## config.mk

```make
export PLATFORM = sky130hd
export DESIGN_NAME = matrix_mem_arbiter
export DESIGN_NICKNAME = d
export VERILOG_FILES = /design/src/rtl/matrix_mem_arbiter_pkg.sv /design/src/rtl/matrix_mem_arbiter_rr_pick4.sv /design/src/rtl/matrix_mem_arbiter.sv
export SDC_FILE = /design/constraint.sdc
export NUM_CORES = 1
export LEC_CHECK = 0
export ABC_AREA = 1
export BUFFER_PORTS_ARGS = -buffer_cell sky130_fd_sc_hd__buf_4
export CAP_MARGIN = 10
export CORE_AREA = 5 5 114 116
export CTS_CLUSTER_SIZE = 25
export DETAILED_ROUTE_END_ITERATION = 8
export DIE_AREA = 0 0 119 121
export SYNTH_ARGS = -nofsm -noshare
export SYNTH_HDL_FRONTEND = slang
export SYNTH_HIERARCHICAL = 1
export SYNTH_SLANG_ARGS = --single-unit
```

## constraint.sdc

```tcl
create_clock -name clk -period 2.8 [get_ports clk]
set_clock_uncertainty 0.1 [all_clocks]
set_input_delay 0.42 -clock clk [delete_from_list [all_inputs] [get_ports clk]]
set_output_delay 0.42 -clock clk [all_outputs]
set_load 0.005 [all_outputs]
```

## src/rtl/matrix_mem_arbiter_pkg.sv

```systemverilog
// Shared constants for the matrix storage arbiter: requester indices,
// storage geometry defaults and arbiter state encoding.
package matrix_mem_arbiter_pkg;

    localparam int REQ_INPUT  = 0;
    localparam int REQ_RANDOM = 1;
    localparam int REQ_ALU    = 2;
    localparam int REQ_DISP   = 3;
    localparam int NUM_REQ    = 4;

    localparam int ARB_ADDR_W = 10;
    localparam int ARB_DATA_W = 32;
    localparam int ARB_DEPTH  = 1000;

    typedef enum logic {
        ARB_IDLE    = 1'b0,
        ARB_GRANTED = 1'b1
    } arb_state_e;

endpackage

```

## src/rtl/matrix_mem_arbiter_rr_pick4.sv

```systemverilog
// Combinational round-robin picker: first set request searching upward from
// owner_id+1 with wrap, so the previous owner is always considered last.
module matrix_mem_arbiter_rr_pick4 (
    input  logic [3:0] ereq,
    input  logic [1:0] owner_id,
    output logic [1:0] win,
    output logic       win_vld
);

    always_comb begin
        win     = '0;
        win_vld = 1'b0;
        for (int o = 1; o <= 4; o++) begin
            if (!win_vld && ereq[owner_id + 2'(o)]) begin
                win_vld = 1'b1;
                win     = owner_id + 2'(o);
            end
        end
    end

endmodule

```

## src/rtl/matrix_mem_arbiter.sv

```systemverilog
// Round-robin arbiter sharing the single-port matrix storage RAM among four
// requesters. Optional ARB_HOLD_LIMIT_EN forces release after HOLD_LIMIT beats.
module matrix_mem_arbiter
    import matrix_mem_arbiter_pkg::*;
#(
    parameter int ADDR_W = ARB_ADDR_W,
    parameter int DATA_W = ARB_DATA_W,
    parameter int DEPTH  = ARB_DEPTH
`ifdef ARB_HOLD_LIMIT_EN
    ,
    parameter int HOLD_LIMIT = 16
`endif
) (
    input  logic                  clk,
    input  logic                  rst,
    input  logic [3:0]            req,
    input  logic [3:0]            req_mask,
    input  logic [3:0]            we,
    input  logic [4*ADDR_W-1:0]   addr,
    input  logic [4*DATA_W-1:0]   wdata,
    output logic [3:0]            gnt,
    output logic [3:0]            rvalid,
    output logic [DATA_W-1:0]     rdata,
    output logic                  addr_err,
    output logic [1:0]            owner_id,
    output logic                  busy,
    output logic                  mem_en,
    output logic                  mem_we,
    output logic [ADDR_W-1:0]     mem_addr,
    output logic [DATA_W-1:0]     mem_wdata,
    input  logic [DATA_W-1:0]     mem_rdata
);

    arb_state_e         state_q, state_d;
    logic [3:0]         gnt_q, gnt_d;
    logic [3:0]         rvalid_q, rvalid_d;
    logic               addr_err_q, addr_err_d;
    logic [1:0]         owner_q, owner_d;

    logic [3:0]         ereq;
    logic [1:0]         pick_win;
    logic               pick_vld;
    logic [ADDR_W-1:0]  addr_a  [4];
    logic [DATA_W-1:0]  wdata_a [4];
    logic [ADDR_W-1:0]  cur_addr;
    logic               cur_we;
    logic               beat;
    logic               in_range;
    logic               preempt;

    for (genvar g = 0; g < 4; g++) begin : g_unpack
        assign addr_a[g]  = addr[g*ADDR_W +: ADDR_W];
        assign wdata_a[g] = wdata[g*DATA_W +: DATA_W];
    end

    assign ereq     = req & req_mask;
    assign cur_addr = addr_a[owner_q];
    assign cur_we   = we[owner_q];
    assign beat     = gnt_q[owner_q] & ereq[owner_q];
    assign in_range = 32'(cur_addr) < 32'(DEPTH);

    matrix_mem_arbiter_rr_pick4 u_pick (
        .ereq     (ereq),
        .owner_id (owner_q),
        .win      (pick_win),
        .win_vld  (pick_vld)
    );

`ifdef ARB_HOLD_LIMIT_EN
    localparam int CNT_W = $clog2(HOLD_LIMIT + 1);
    logic [CNT_W-1:0] cnt_q, cnt_d;

    // Every grant starts from IDLE, so clearing there restarts the count per grant.
    always_comb begin
        cnt_d = cnt_q;
        if (state_q == ARB_IDLE)
            cnt_d = '0;
        else if (beat && cnt_q != CNT_W'(HOLD_LIMIT))
            cnt_d = cnt_q + 1'b1;
    end

    assign preempt = beat && (cnt_q >= CNT_W'(HOLD_LIMIT - 1)) && |(ereq & ~gnt_q);

    always_ff @(posedge clk or posedge rst) begin
        if (rst) cnt_q <= '0;
        else     cnt_q <= cnt_d;
    end
`else
    assign preempt = 1'b0;
`endif

    always_comb begin
        state_d    = state_q;
        gnt_d      = gnt_q;
        owner_d    = owner_q;
        rvalid_d   = '0;
        addr_err_d = 1'b0;
        case (state_q)
            ARB_IDLE: begin
                if (pick_vld) begin
                    state_d = ARB_GRANTED;
                    gnt_d   = 4'b0001 << pick_win;
                    owner_d = pick_win;
                end
            end
            ARB_GRANTED: begin
                // No same-cycle handover: release always passes through IDLE.
                if (!ereq[owner_q] || preempt) begin
                    state_d = ARB_IDLE;
                    gnt_d   = '0;
                end
            end
            default: begin
                state_d = ARB_IDLE;
                gnt_d   = '0;
            end
        endcase
        if (beat && in_range && !cur_we) rvalid_d[owner_q] = 1'b1;
        if (beat && !in_range)           addr_err_d        = 1'b1;
    end

    always_ff @(posedge clk or posedge rst) begin
        if (rst) begin
            state_q    <= ARB_IDLE;
            gnt_q      <= '0;
            rvalid_q   <= '0;
            addr_err_q <= 1'b0;
            owner_q    <= 2'(REQ_DISP);
        end else begin
            state_q    <= state_d;
            gnt_q      <= gnt_d;
            rvalid_q   <= rvalid_d;
            addr_err_q <= addr_err_d;
            owner_q    <= owner_d;
        end
    end

    assign gnt       = gnt_q;
    assign rvalid    = rvalid_q;
    assign addr_err  = addr_err_q;
    assign owner_id  = owner_q;
    assign busy      = |gnt_q;
    assign rdata     = mem_rdata;
    assign mem_en    = beat & in_range;
    assign mem_we    = beat & in_range & cur_we;
    assign mem_addr  = beat ? cur_addr : '0;
    assign mem_wdata = beat ? wdata_a[owner_q] : '0;

endmodule

```

==> qor.txt <==
Status = finished, final reports clean
Hold Buf Count CTS = 0
Max Clk Rate = 376 MHz
Routed wire length = 13.4 mm
CTS Buf Count = 3
Ports = 302
Die width = 119 microns
Peak VDD IR = 0.266 mV
1st-pass router iterations = 4
Dpl ws = 246 ps
Post-route minimum period = 2660 ps
Placer Congestion = 0.868
Fin. max-slew vios = 0
Seq pwr share = 10.0%
Hold Vio Cnt, Final = 0
Via count = 3566
Setup WS post-layout = 144 ps
Root Buffer = clkbuf_16
Core Region = 11800 sq um
CTS sink count = 12
Clk pwr share = 10.0%
Reg2reg end = gnt[0]
Critical setup path kind = flop to output pin
Synth area leader = nand2_1
Ratio of cells with drive above 1 in the final layout = 50.7%
Vias in the first global route = 3517
Internal Pwr Total = 0.00138 W
Grt ovf = 0
DRT antenna net count = 0
Clk pin slew, worst setup/hold paths = 40 ps
Largest family of logic cells by synthesized area = simple AND/OR/NAND/NOR gates
Synth Area in XOR/XNOR = 0%
Critical Path End Type = output pin
Syn Nets = 616
Number of max-cap violations = 0
Most common cell after layout, fill and taps aside = buf_4
Worst slew pin tran = 449 ps
Dpl hpwl = 11.5 mm
Crit share post-route = 94.9%
PwrDens = 672 nW/um^2
DR WL/cell = 17.9 microns
Multiplexer area fraction after synthesis = 0%
Die ar. = 14400 sq um
Synthesis Warnings = 6
Worst Path Arrival = 2140 ps
Setup_tns = 0 ps
Synthesized cell area = 2460 sq um
Unrepaired setup endpoints after global routing = false
Pwr Total = 0.00289 W
Area grow syn2layout = 74.4%
First-pass GRT wire length = 19.3 mm
Initial antenna violation count = 1
CP required = 2280 ps
Comb power frac = 80.0%
Post-synthesis compound-gate area fraction = 30.0%
Yosys top cell area share = 25.4%
Cell count after synthesis = 402
Largest net degree at the start of global routing = 26
Simple-Gate Fraction of Synth Area = 38.5%
Switch share = 52.4%
Total Routing Usage GR = 16.8%
Switching power = 0.00151 W
Syn avg cell area = 6.13 sq um
Worst r2r path cells = 12
Port Buffer Count = 237
Leakage = 2.16 nW
DRC viols = 0
Initial Utilization = 20.9%
Clock Path Buffers = 2
FP Rows = 40
Hold crit path type = input port to asynchronous set/reset pin
Crit path max fanout = 20
Netlist cell types = 27
Final std cells w/o fill = 750
Vias/cell = 4.75
Worst-Skew Late Latency = 240 ps
Setup-failing EPs final = 0
Adder-cell share of the synthesized area = 0%
Placed cells = 742
Share of the yosys chip area belonging to registers = 12.3%
R2R Path Start = owner_id[0]
Most frequent cells in the layout = 250 x buf_4, 167 x nand2_1, 35 x a22oi_1
Seq cells post-synth = 12
CP Launch Type = flop
H-tree Lvls = 1
Slew headroom = 70.1%
Nets = 817
Die H = 121 microns
Detailed Route Iter0 Violations = 203
Worst R2R Setup Slack = 420 ps
CTS tree = yes
Synth area leaders = nand2_1 25%, a31oi_2 14%, buf_4 11%
[timing repair]
action,4_1_cts,5_1_grt
resized for setup,1,1
endpoints found under the setup margin,2,7
buffers inserted,0,3
[through the flow]
| stage | hold slack (ps) | utilization, % | instance area [sq um] |
|---|---|---|---|
| after global routing | 131 | 36.4 | 4300 |
| after CTS | 103 | 36.2 | 4270 |
| after global placement | 362 | 35.4 | 4180 |
| after detailed placement | 356 | 35.4 | 4180 |
| after floorplan | 183 | - | 2460 |
| final | 89.6 | 36.4 | 4300 |
[worst max path at each step]
stage	startpoint	end	slack [ps]	cells after the start
floorplan	owner_id[0]	mem_addr[2]	700	9
global placement	owner_id[1]	mem_we	250	11
detailed placement	owner_id[1]	mem_we	250	11
CTS	owner_id[1]	mem_we	10	11
global route	owner_id[0]	mem_we	2	11
finish	owner_id[0]	mem_wdata[14]	140	9
[kinds of logic after synthesis]
family,after synthesis
AND/OR/NAND/NOR,225
flip-flops,12
AO/OA/AOI/OAI,86
buffers and inverters,79
[critical path, stage by stage, from the launching register on]
cell and delay [ps]:
dfstp_2 640, inv_2 160, nor2_4 190, nand2_1 90, nand4_2 150, nor2_4 50
inv_2 170, buf_12 210, a31oi_1 70, buf_4 150
[power by group through the flow]
| stage | Clock (W) | Combinational (W) | Sequential [W] |
|---|---|---|---|
| floorplan | 0 | 0.00147 | 0.000276 |
| global placement | 0 | 0.00226 | 0.000303 |
| detailed placement | 0 | 0.00228 | 0.000304 |
| CTS | 0.000290 | 0.00228 | 0.000308 |
| global route | 0.000300 | 0.00255 | 0.000297 |
| finish | 0.000288 | 0.00231 | 0.000289 |
[synthesized netlist by cell type (all sizes together)]
master and n:
buf 49, dfstp 2, o21ai 7, a31oi 35, nand4 4, o21a 1
inv 22, nor2 24, nand3 24, a22oi 35, clkbuf 8, dfrtp 10
a211oi 1, a21oi 7, nand2 173
[registers in the layout, summed over array words and instances (netlist names)]
| name | count |
|---|---|
| state_q | 1 |
| owner_id | 2 |
| addr_err | 1 |
| gnt | 4 |
| rvalid | 4 |
[per-layer routing]
metal | track usage, % | share of wire (%) | vias to the layer above
met4 | 3.62 | 1.6 | 0
li1 | - | - | 1727
met2 | 31.6 | 52 | 199
met1 | 19.0 | 37 | 1620
met5 | 0 | 0 | -
met3 | 4.38 | 9.4 | 20
[final cells by class]
| cell class | count | area, sq um |
|---|---|---|
| fill | 1301 | 7510 |
| timing repair buffer | 253 | 1930 |
| multi-input combinational | 311 | 1710 |
| sequential | 12 | 307 |
| tap | 147 | 184 |
| clock buffer | 4 | 88.8 |
| inverter | 22 | 82.6 |
| antenna | 1 | 2.50 |
Note: power is estimated with default switching activity, not from simulation.
